## src/rtl/calc1_arb_pkg.sv

```systemverilog
// Shared types and constants for the four-port calc1 ALU arbiter.
// The optional WAIT timeout (CALC1_ARB_TIMEOUT_EN) uses TIMEOUT_LIMIT and TimeoutCntW.
package calc1_arb_pkg;

  typedef enum logic [1:0] {
    IssIdle,
    IssIssue,
    IssWait,
    IssResp
  } iss_state_e;

  typedef enum logic [1:0] {
    PIdle,
    POp2,
    PPend
  } port_state_e;

  localparam int unsigned NumPorts = 4;

  localparam logic [1:0] RESP_NONE = 2'd0;
  localparam logic [1:0] RESP_OK   = 2'd1;
  localparam logic [1:0] RESP_ERR  = 2'd2;
  localparam logic [1:0] RESP_INV  = 2'd3;

  localparam int unsigned TIMEOUT_LIMIT = 16;
  localparam int unsigned TimeoutCntW   = 5;

  // Round-robin successor; port 4 (index 3) wraps to port 1 (index 0).
  function automatic logic [1:0] next_port(input logic [1:0] idx);
    return idx + 2'd1;
  endfunction

endpackage

```

## src/rtl/calc1_port_capture.sv

```systemverilog
// Per-port capture FSM: latches cmd/op1, then op2, then holds the request until released.
// op2 is forwarded while it is still on the data bus so the arbiter can grant one cycle early.
module calc1_port_capture
  import calc1_arb_pkg::*;
(
  input  logic        clk,
  input  logic        reset,
  input  logic [3:0]  cmd,
  input  logic [31:0] data,
  input  logic        done,
  output logic        ready,
  output logic [3:0]  cap_cmd,
  output logic [31:0] cap_op1,
  output logic [31:0] cap_op2
);

  port_state_e state_q;
  logic [3:0]  cmd_q;
  logic [31:0] op1_q;
  logic [31:0] op2_q;

  always_ff @(posedge clk) begin
    if (reset) begin
      state_q <= PIdle;
      cmd_q   <= 4'd0;
      op1_q   <= 32'd0;
      op2_q   <= 32'd0;
    end else begin
      case (state_q)
        PIdle: begin
          if (cmd != 4'd0) begin
            cmd_q   <= cmd;
            op1_q   <= data;
            state_q <= POp2;
          end
        end
        POp2: begin
          op2_q   <= data;
          state_q <= PPend;
        end
        PPend: begin
          // A command in the release cycle starts the next request directly.
          if (done) begin
            if (cmd != 4'd0) begin
              cmd_q   <= cmd;
              op1_q   <= data;
              state_q <= POp2;
            end else begin
              state_q <= PIdle;
            end
          end
        end
        default: state_q <= PIdle;
      endcase
    end
  end

  assign ready   = (state_q == POp2) || (state_q == PPend);
  assign cap_cmd = cmd_q;
  assign cap_op1 = op1_q;
  assign cap_op2 = (state_q == POp2) ? data : op2_q;

endmodule

```

## src/rtl/calc1_port_arbiter.sv

```systemverilog
// Four-port round-robin arbiter in front of a shared ALU; all outputs are registered.
// Define CALC1_ARB_TIMEOUT_EN to bound the WAIT state with a timeout that answers RESP_ERR.
module calc1_port_arbiter
  import calc1_arb_pkg::*;
(
  input  logic        c_clk,
  input  logic        reset,
  input  logic [3:0]  req1_cmd_in,
  input  logic [31:0] req1_data_in,
  input  logic [3:0]  req2_cmd_in,
  input  logic [31:0] req2_data_in,
  input  logic [3:0]  req3_cmd_in,
  input  logic [31:0] req3_data_in,
  input  logic [3:0]  req4_cmd_in,
  input  logic [31:0] req4_data_in,
  output logic [1:0]  out_resp1,
  output logic [31:0] out_data1,
  output logic [1:0]  out_resp2,
  output logic [31:0] out_data2,
  output logic [1:0]  out_resp3,
  output logic [31:0] out_data3,
  output logic [1:0]  out_resp4,
  output logic [31:0] out_data4,
  output logic        alu_req_valid,
  output logic [3:0]  alu_cmd,
  output logic [31:0] alu_op1,
  output logic [31:0] alu_op2,
  input  logic [1:0]  alu_resp,
  input  logic [31:0] alu_data
);

  logic [3:0]          cmd_in  [NumPorts];
  logic [31:0]         data_in [NumPorts];
  logic [NumPorts-1:0] ready;
  logic [NumPorts-1:0] done;
  logic [3:0]          cap_cmd [NumPorts];
  logic [31:0]         cap_op1 [NumPorts];
  logic [31:0]         cap_op2 [NumPorts];

  iss_state_e  iss_q;
  logic [1:0]  ptr_q;
  logic [1:0]  grant_q;
  logic [1:0]  resp_q  [NumPorts];
  logic [31:0] rdata_q [NumPorts];
`ifdef CALC1_ARB_TIMEOUT_EN
  logic [TimeoutCntW-1:0] tmo_cnt_q;
`endif

  assign cmd_in[0]  = req1_cmd_in;
  assign cmd_in[1]  = req2_cmd_in;
  assign cmd_in[2]  = req3_cmd_in;
  assign cmd_in[3]  = req4_cmd_in;
  assign data_in[0] = req1_data_in;
  assign data_in[1] = req2_data_in;
  assign data_in[2] = req3_data_in;
  assign data_in[3] = req4_data_in;

  for (genvar g = 0; g < NumPorts; g++) begin : g_port
    assign done[g] = (iss_q == IssResp) && (grant_q == 2'(g));

    calc1_port_capture u_capture (
      .clk     (c_clk),
      .reset   (reset),
      .cmd     (cmd_in[g]),
      .data    (data_in[g]),
      .done    (done[g]),
      .ready   (ready[g]),
      .cap_cmd (cap_cmd[g]),
      .cap_op1 (cap_op1[g]),
      .cap_op2 (cap_op2[g])
    );
  end

  // Round-robin search starting at the pointer, upward with wrap.
  logic       sel_valid;
  logic [1:0] sel;
  logic [1:0] idx;

  always_comb begin
    sel_valid = 1'b0;
    sel       = ptr_q;
    idx       = ptr_q;
    for (int k = 0; k < NumPorts; k++) begin
      idx = ptr_q + 2'(k);
      if (!sel_valid && ready[idx]) begin
        sel_valid = 1'b1;
        sel       = idx;
      end
    end
  end

  always_ff @(posedge c_clk) begin
    if (reset) begin
      iss_q         <= IssIdle;
      ptr_q         <= 2'd0;
      grant_q       <= 2'd0;
      alu_req_valid <= 1'b0;
      alu_cmd       <= 4'd0;
      alu_op1       <= 32'd0;
      alu_op2       <= 32'd0;
      for (int i = 0; i < NumPorts; i++) begin
        resp_q[i]  <= RESP_NONE;
        rdata_q[i] <= 32'd0;
      end
`ifdef CALC1_ARB_TIMEOUT_EN
      tmo_cnt_q <= '0;
`endif
    end else begin
      case (iss_q)
        IssIdle: begin
          if (sel_valid) begin
            grant_q       <= sel;
            alu_req_valid <= 1'b1;
            alu_cmd       <= cap_cmd[sel];
            alu_op1       <= cap_op1[sel];
            alu_op2       <= cap_op2[sel];
            iss_q         <= IssIssue;
          end
        end
        IssIssue: begin
          ptr_q         <= next_port(grant_q);
          alu_req_valid <= 1'b0;
          alu_cmd       <= 4'd0;
          alu_op1       <= 32'd0;
          alu_op2       <= 32'd0;
          iss_q         <= IssWait;
`ifdef CALC1_ARB_TIMEOUT_EN
          tmo_cnt_q <= '0;
`endif
        end
`ifdef CALC1_ARB_TIMEOUT_EN
        IssWait: begin
          if (alu_resp != RESP_NONE) begin
            resp_q[grant_q]  <= alu_resp;
            rdata_q[grant_q] <= alu_data;
            iss_q            <= IssResp;
          end else if (tmo_cnt_q == TimeoutCntW'(TIMEOUT_LIMIT - 1)) begin
            resp_q[grant_q]  <= RESP_ERR;
            rdata_q[grant_q] <= 32'd0;
            iss_q            <= IssResp;
          end else begin
            tmo_cnt_q <= tmo_cnt_q + TimeoutCntW'(1);
          end
        end
`else
        IssWait: begin
          if (alu_resp != RESP_NONE) begin
            resp_q[grant_q]  <= alu_resp;
            rdata_q[grant_q] <= alu_data;
            iss_q            <= IssResp;
          end
        end
`endif
        IssResp: begin
          for (int i = 0; i < NumPorts; i++) begin
            resp_q[i]  <= RESP_NONE;
            rdata_q[i] <= 32'd0;
          end
          iss_q <= IssIdle;
        end
        default: iss_q <= IssIdle;
      endcase
    end
  end

  assign out_resp1 = resp_q[0];
  assign out_resp2 = resp_q[1];
  assign out_resp3 = resp_q[2];
  assign out_resp4 = resp_q[3];
  assign out_data1 = rdata_q[0];
  assign out_data2 = rdata_q[1];
  assign out_data3 = rdata_q[2];
  assign out_data4 = rdata_q[3];

endmodule
```

## config.mk

```make
export PLATFORM = sky130hd
export DESIGN_NAME = calc1_port_arbiter
export DESIGN_NICKNAME = d
export VERILOG_FILES = /design/src/rtl/calc1_arb_pkg.sv /design/src/rtl/calc1_port_capture.sv /design/src/rtl/calc1_port_arbiter.sv
export SDC_FILE = /design/constraint.sdc
export NUM_CORES = 1
export LEC_CHECK = 0
export CAP_MARGIN = 20
export CELL_PAD_IN_SITES_DETAIL_PLACEMENT = 1
export CELL_PAD_IN_SITES_GLOBAL_PLACEMENT = 1
export CORE_UTILIZATION = 36
export DETAILED_ROUTE_END_ITERATION = 16
export PLACE_DENSITY_LB_ADDON = 0.1
export SKIP_CTS_REPAIR_TIMING = 1
export SYNTH_ARGS = -nofsm -noshare
export SYNTH_HDL_FRONTEND = slang
export SYNTH_SLANG_ARGS = --single-unit
export TNS_END_PERCENT = 10
```

## constraint.sdc

```tcl
create_clock -name c_clk -period 2.7 [get_ports c_clk]
set_input_delay 0.54 -clock c_clk [delete_from_list [all_inputs] [get_ports c_clk]]
set_output_delay 0.54 -clock c_clk [all_outputs]
set_load 0.02 [all_outputs]
```

=== Word level (Yosys, flattened, before mapping) ===
Memories as Yosys holds them, arrays and structs flattened.
Index checks and enable logic that the tools add are counted.
W data, S select, Z words.

* Bits in writable memories: 136
* Flip-flop bits (word level): 355
* Memories: 2
* Output and inout port bits: 205

{| class="wikitable"
|+ Memory list
! name !! words !! bits a word !! read ports !! clocked after memory_dff !! wr ports !! line !! source
|-
| rdata_q || 4 || 32 || 4 || 0 || 4 || calc1_port_arbiter.sv:44 || <nowiki>logic [31:0] rdata_q [NumPorts];</nowiki>
|-
| resp_q || 4 || 2 || 4 || 0 || 4 || calc1_port_arbiter.sv:43 || <nowiki>logic [1:0] resp_q [NumPorts];</nowiki>
|}

* Reductions and logical operators: 43
* Magnitude comparators: 5
* Add/subtract/negate cells: 4
* Eq/ne operators: 24
* Muxes and demuxes: 102
* Bitwise operators: 9

{| class="wikitable"
|+ Operator list
! cell !! count
|-
| $mux W32 || 23
|-
| $pmux W32 S2 || 6
|-
| $bmux W32 S2 || 2
|-
| $mux W4 || 11
|-
| $mux W2 || 20
|-
| $pmux W4 S2 || 5
|-
| $reduce_or A32 Y1 || 1
|-
| $mux W1 || 24
|-
| $pmux W2 S3 || 4
|-
| $reduce_and A2 Y1 || 11
|-
| $eq A2 B2 Y1 const B || 8
|-
| $ne A2 B1 Y1 const B || 8
|-
| $reduce_bool A4 Y1 || 4
|-
| $eq A2 B1 Y1 const B || 6
|-
| $logic_not A2 Y1 || 6
|-
| $lt A2 B3 Y1 const B || 4
|-
| $reduce_bool A2 Y1 || 6
|-
| $bmux W1 S2 || 4
|-
| $bmux W4 S2 || 1
|-
| $or A1 B1 Y1 || 8
|-
| $pmux W2 S4 || 1
|-
| $logic_and A1 B1 Y1 || 7
|-
| $add A2 B1 Y2 const B || 2
|-
| $add A2 B2 Y2 const B || 2
|-
| other kinds (7) || 13
|}

=== Longest topological paths before layout ===
* Depth in word-level cells: 20
* Depth in mapped cells: 10

=== By module ===
From an unflattened synthesis, not the netlist that was laid out.

* Cell total of the unflattened synthesis: 1868
* Area, all modules: 20997.6 µm²

{| class="wikitable"
|+ Modules (own cells, without submodules)
! module !! cells an instance !! instances !! area each (µm²)
|-
| calc1_port_capture || 280 || 4 || 2896.5
|-
| calc1_port_arbiter || 748 || 1 || 9411.5
|}

=== Worst setup path after synthesis ===
No wires, ideal clock.

* Path kind: input-to-reg
* Start point: input reset
* End point: memory rdata_q[1][0] (enable)
* Data arrival time: 2.123 ns
* Required time: 2.310 ns
* Cell stages on the path: 4
* Slack: 0.187 ns
* Path through: clkbuf_1 nor3b_1 clkbuf_1 a211o_1

{| class="wikitable"
|+ RTL lines
! item !! line !! source
|-
| from (decl) || calc1_port_arbiter.sv:7 || <nowiki>input logic reset,</nowiki>
|-
| to (decl) || calc1_port_arbiter.sv:44 ||
|}

=== Worst setup path after layout ===
* Start point: register g_port[0].u_capture.state_q[0]
* End point: register alu_op1[18]

* Word-level cells in the longest chain between the ends: 20

{| class="wikitable"
|+ Ends and longest elaborated chain
! item !! line !! source
|-
| from (decl) || calc1_port_capture.sv:17 || <nowiki>port_state_e state_q;</nowiki>
|-
| from (signal assigned) || calc1_port_capture.sv:24 || <nowiki>state_q <= PIdle;</nowiki>
|-
| from (signal assigned) || calc1_port_capture.sv:34 || <nowiki>state_q <= POp2;</nowiki>
|-
| from (signal assigned) || calc1_port_capture.sv:39 || <nowiki>state_q <= PPend;</nowiki>
|-
| $eq A2 B1 Y1 or $eq A2 B2 Y1 (tied branches) || calc1_port_capture.sv:58 || <nowiki>assign ready = (state_q == POp2) || (state_q == PPend);</nowiki>
|-
| $logic_or A1 B1 Y1 (*) || calc1_port_capture.sv:58 ||
|-
| $bmux W1 S2 || calc1_port_arbiter.sv:85 || <nowiki>if (!sel_valid && ready[idx]) begin</nowiki>
|-
| $mux W1 (not written as such) || calc1_port_arbiter.sv:85 ||
|-
| $mux W1 || calc1_port_arbiter.sv:85 ||
|-
| $logic_not A1 Y1 || calc1_port_arbiter.sv:85 ||
|-
| $logic_and A1 B1 Y1 || calc1_port_arbiter.sv:85 ||
|-
| $mux W1 || calc1_port_arbiter.sv:85 ||
|-
| [... 3 more ...] || - ||
|-
| $logic_not A1 Y1 || calc1_port_arbiter.sv:85 ||
|-
| $logic_and A1 B1 Y1 || calc1_port_arbiter.sv:85 ||
|-
| $mux W2 || calc1_port_arbiter.sv:85 ||
|-
| $not A2 Y3 (not written as such) || calc1_port_arbiter.sv:115 || <nowiki>alu_op1 <= cap_op1[sel];</nowiki>
|-
| $bmux W32 S2 || calc1_port_arbiter.sv:115 ||
|-
| $mux W32 (not written as such) (2 in a row) || calc1_port_arbiter.sv:115 ||
|-
| $mux W32 || calc1_port_arbiter.sv:111 || <nowiki>if (sel_valid) begin</nowiki>
|-
| $pmux W32 S2 || calc1_port_arbiter.sv:109 || <nowiki>case (iss_q)</nowiki>
|-
| to (signal assigned) || calc1_port_arbiter.sv:115 ||
|-
| to (decl) || calc1_port_arbiter.sv:26 || <nowiki>output logic [31:0] alu_op1,</nowiki>
|}

Every way passes the cells marked *; elsewhere a longest branch is shown, timed or not. The select of a mux whose other input is x is not followed.
A chain may end at the register's enable or synchronous reset.

==> run_results.csv <==
group,metric,value,unit
clocking,cts_buffer_depth,3,
floorplan,coreArea,53900,um^2
pwr,p_int,17600,uW
clocking,clk_pin_slew_worst_paths,60,ps
clocking,clkSinkCount,491,
pwr,switching_share,0.359,
timing,maxSlewHeadroom,0.328,
critical_path,cp_slowest_stage_delay,530,ps
critical_path,worstPathMaxFanout,31,
pwr,seqPwrFrac,0.348,
timing,setup_slack,122,ps
logic_synthesis,syn_inst,1869,
placement,place.gp.congestion,0.796,
layout,seq_area,11200,um^2
drt,drtIter0Drc,799,
timing,drv_slew,0,
grt,grt_pass1_vias,15900,
logic_synthesis,ys_seq_area_frac,0.569,
critical_path,critPathRequiredTime,3170,ps
pwr,p_leak,0.0107,uW
pwr,p_comb_frac,0.382,
job,max_cap_viol_count,0,
timing,rsz0062_at_grt,"no",
logic_synthesis,avgSynthCellArea,10.5,um^2
grt,overflow,0,
drt,vias_per_cell,5.16,
drt,wl_per_cell,22.4,um
pwr,power_frac_clock,0.270,
critical_path,worstSetupStartpointType,"register",
worst_hold_path,hold_path_class,"register to register",
critical_path,worstPathCellList,"inv_1 > ha_1 > nor2b_1 > or4_4 > and2_4 > buf_16 > mux2i_2 > o221ai_1",
grt,grt_pass1_wl,99.4,mm
critical_path,slowest_stage,"or4_4",
logic_synthesis,ys.flop_type,"dfxtp_1",
layout,fillers,5754,
logic_synthesis,yosysUniqueCellTypes,37,
run_status,outcome,"finished, final reports clean",
drt,drc,0,
grt,grt_use_total,0.234,
critical_path,crit_path_end_kind,"register",
floorplan,rows,85,
critical_path,worstSetupPathType,"register to register",
pwr,p_switching,9860,uW
logic_synthesis,synth_edf_count,136,
drt,via_count,15300,
drt,wl,66.5,mm
critical_path,cp_num_buf_inv,2,
placement,pre_cts_ws,-18.2,ps
timing,worstMarginPinSlew,1010,ps
clocking,cts_buffers,56,
logic_synthesis,synthTopCellsByArea,"dfxtp_1 36%, edfxtp_1 21%, mux2i_1 10%",
grt,antenna_found_initial,13,
grt,grt_start_max_net_pins,174,
critical_path,crit_arrival,3050,ps
placement,hpwl,43.5,mm
logic_synthesis,ys_top_cells_by_count,"364 x nand2_1, 355 x dfxtp_1, 206 x mux2i_1",
pwr,vdd_ir_drop_max,507,uV
pwr,power.total,27500,uW
clocking,cts_root_buffer,"clkbuf_16",
drt,dr.pass1.iters,4,
layout,multi_input_comb_area,7930,um^2
layout,area_delta_synth_final,34.5,%
layout,num-nets-final,2424,
timing,hold_violations,0,
critical_path,crit_family,"simple AND/OR/NAND/NOR gates",
drt,ant_nets,0,
clocking,clock_latency,610,ps
logic_synthesis,yosysTopAreaCell,"dfxtp_1",
logic_synthesis,synth_nets,2074,
floorplan,boundaryPins,385,
pwr,power_density,1040,nW/um^2
timing,post-route-period-util,0.955,
logic_synthesis,synth_top_cell_area_share,0.361,
layout,drive_gt1_frac,0.110,
logic_synthesis,ys_ff_latch,491,
logic_synthesis,postSynth.asyncResetShare,0,
timing,final.setup_skew,19.3,ps
floorplan,die_y,236,um
timing,timing.fmax,0.388,GHz
layout,final_util,0.490,
logic_synthesis,ys.warnings.count,0,
floorplan,start_util,0.365,
logic_synthesis,synth_most_common_cell,"nand2_1",
clocking,cts_tree,"built",
floorplan,die_w,236,um
floorplan,dieArea,55600,um^2
logic_synthesis,mappedNetlistArea,19700,um^2
clocking,htreeDepth,2,
timing,hold-worst-slack,454,ps
placement,io_buffers,384,
timing,fin_crit,2580,ps
timing,setup_viol,0,
==> logic make-up after synthesis <==
family | after synthesis | synth area share
and+or+nand+nor | 678 | 0.150
DFF | 491 | 0.569
muxes | 270 | 0.146
AOI/OAI and AO/OA | 245 | 0.0858
buffers and inverters | 160 | 0.0330
adders and majority gates | 25 | 0.0159
==> path summary, 6_finish.rpt <==
| check | start | end | slack, ps | cells after the start |
|---|---|---|---|---|
| worst min register to register | g_port[1].u_capture.cap_cmd[2] | g_port[1].u_capture.cap_cmd[2] | 450 | 2 |
| worst max-delay path | g_port[0].u_capture.state_q[0] | alu_op1[18] | 120 | 8 |
| worst max register to register | g_port[0].u_capture.state_q[0] | alu_op1[18] | 120 | 8 |
| worst min-delay path | g_port[1].u_capture.cap_cmd[2] | g_port[1].u_capture.cap_cmd[2] | 450 | 2 |
==> placed cells by master (no fill, tap or decap), types with 4 or more instances in the layout <==
cell type | synthesis | routed
o221ai_1 | 44 | 44
mux2i_1 | 206 | 205
clkbuf_1 | 115 | 16
a21o_2 | 0 | 4
mux2_2 | 40 | 40
buf_12 | 0 | 24
ha_1 | 25 | 21
a21oi_1 | 158 | 153
a211o_1 | 4 | 4
dfxtp_1 | 355 | 355
nand3_1 | 4 | 4
buf_4 | 0 | 29
and3_1 | 136 | 136
nor2_1 | 152 | 152
edfxtp_1 | 136 | 136
ha_2 | 0 | 4
a21oi_4 | 0 | 5
clkbuf_8 | 0 | 9
o221ai_2 | 24 | 24
nor2b_1 | 4 | 4
inv_1 | 13 | 13
clkinv_2 | 0 | 8
nor4_1 | 5 | 5
mux2_4 | 24 | 24
nand2b_1 | 6 | 5
diode_2 | 0 | 7
clkdlybuf4s50_1 | 0 | 383
clkbuf_16 | 0 | 60
nand2_1 | 364 | 363
==> power groups by stage <==
stage	clock network [uW]	logic (uW)	registers [uW]
finish	7420	10500	9550
global placement	0	10300	9640
detailed placement	0	10500	9700
global route	7880	11200	9680
floorplan	0	5510	10200
CTS	7590	10500	9560
==> worst reg2reg max path: cells and delay by family, from the launching register on <==
kind / cells / cell delay (ps)
DFF: 1 / 390
buffers and inverters: 2 / 280
adders and majority gates: 1 / 370
muxes: 1 / 340
AOI/OAI and AO/OA: 1 / 160
and+or+nand+nor: 3 / 910
==> registers in the layout, indices dropped and copies added (netlist names) <==
register                  flops
g_port.u_capture.cap_op1    128
g_port.u_capture.op2_q      128
rdata_q                     128
alu_op1                      32
alu_op2                      32
g_port.u_capture.cap_cmd     16
g_port.u_capture.state_q      8
resp_q                        8
alu_cmd                       4
grant_q                       2
iss_q                         2
ptr_q                         2
alu_req_valid                 1
==> stage by stage <==
stage               area [um^2]  setup TNS (ps)  instances
floorplan                 19700               0       1869
global placement          24600               0       2856
detailed placement        24600           -26.0       2856
CTS                       26400           -47.7       2957
global route              26400               0       2965
finish                    26400               0       2965
==> area by class of cell <==
| type | count | area share |
|---|---|---|
| multi-input cells | 1218 | 0.300 |
| inverters | 13 | 0.00185 |
| clock buffers | 84 | 0.0628 |
| well taps | 696 | 0.0329 |
| diodes | 7 | 0.000662 |
| repair buffers | 439 | 0.174 |
| flip-flops and latches | 491 | 0.423 |
| clock inverters | 17 | 0.00487 |
==> per-layer routing <==
layer	vias to the layer above	part of all wire	global-route usage
li1	7226	-	-
met1	7673	0.44	0.292
met2	292	0.50	0.403
met3	104	0.043	0.0468
met4	12	0.022	0.0806
met5	-	0.0012	0
Note: power is estimated with default switching activity, not from simulation.
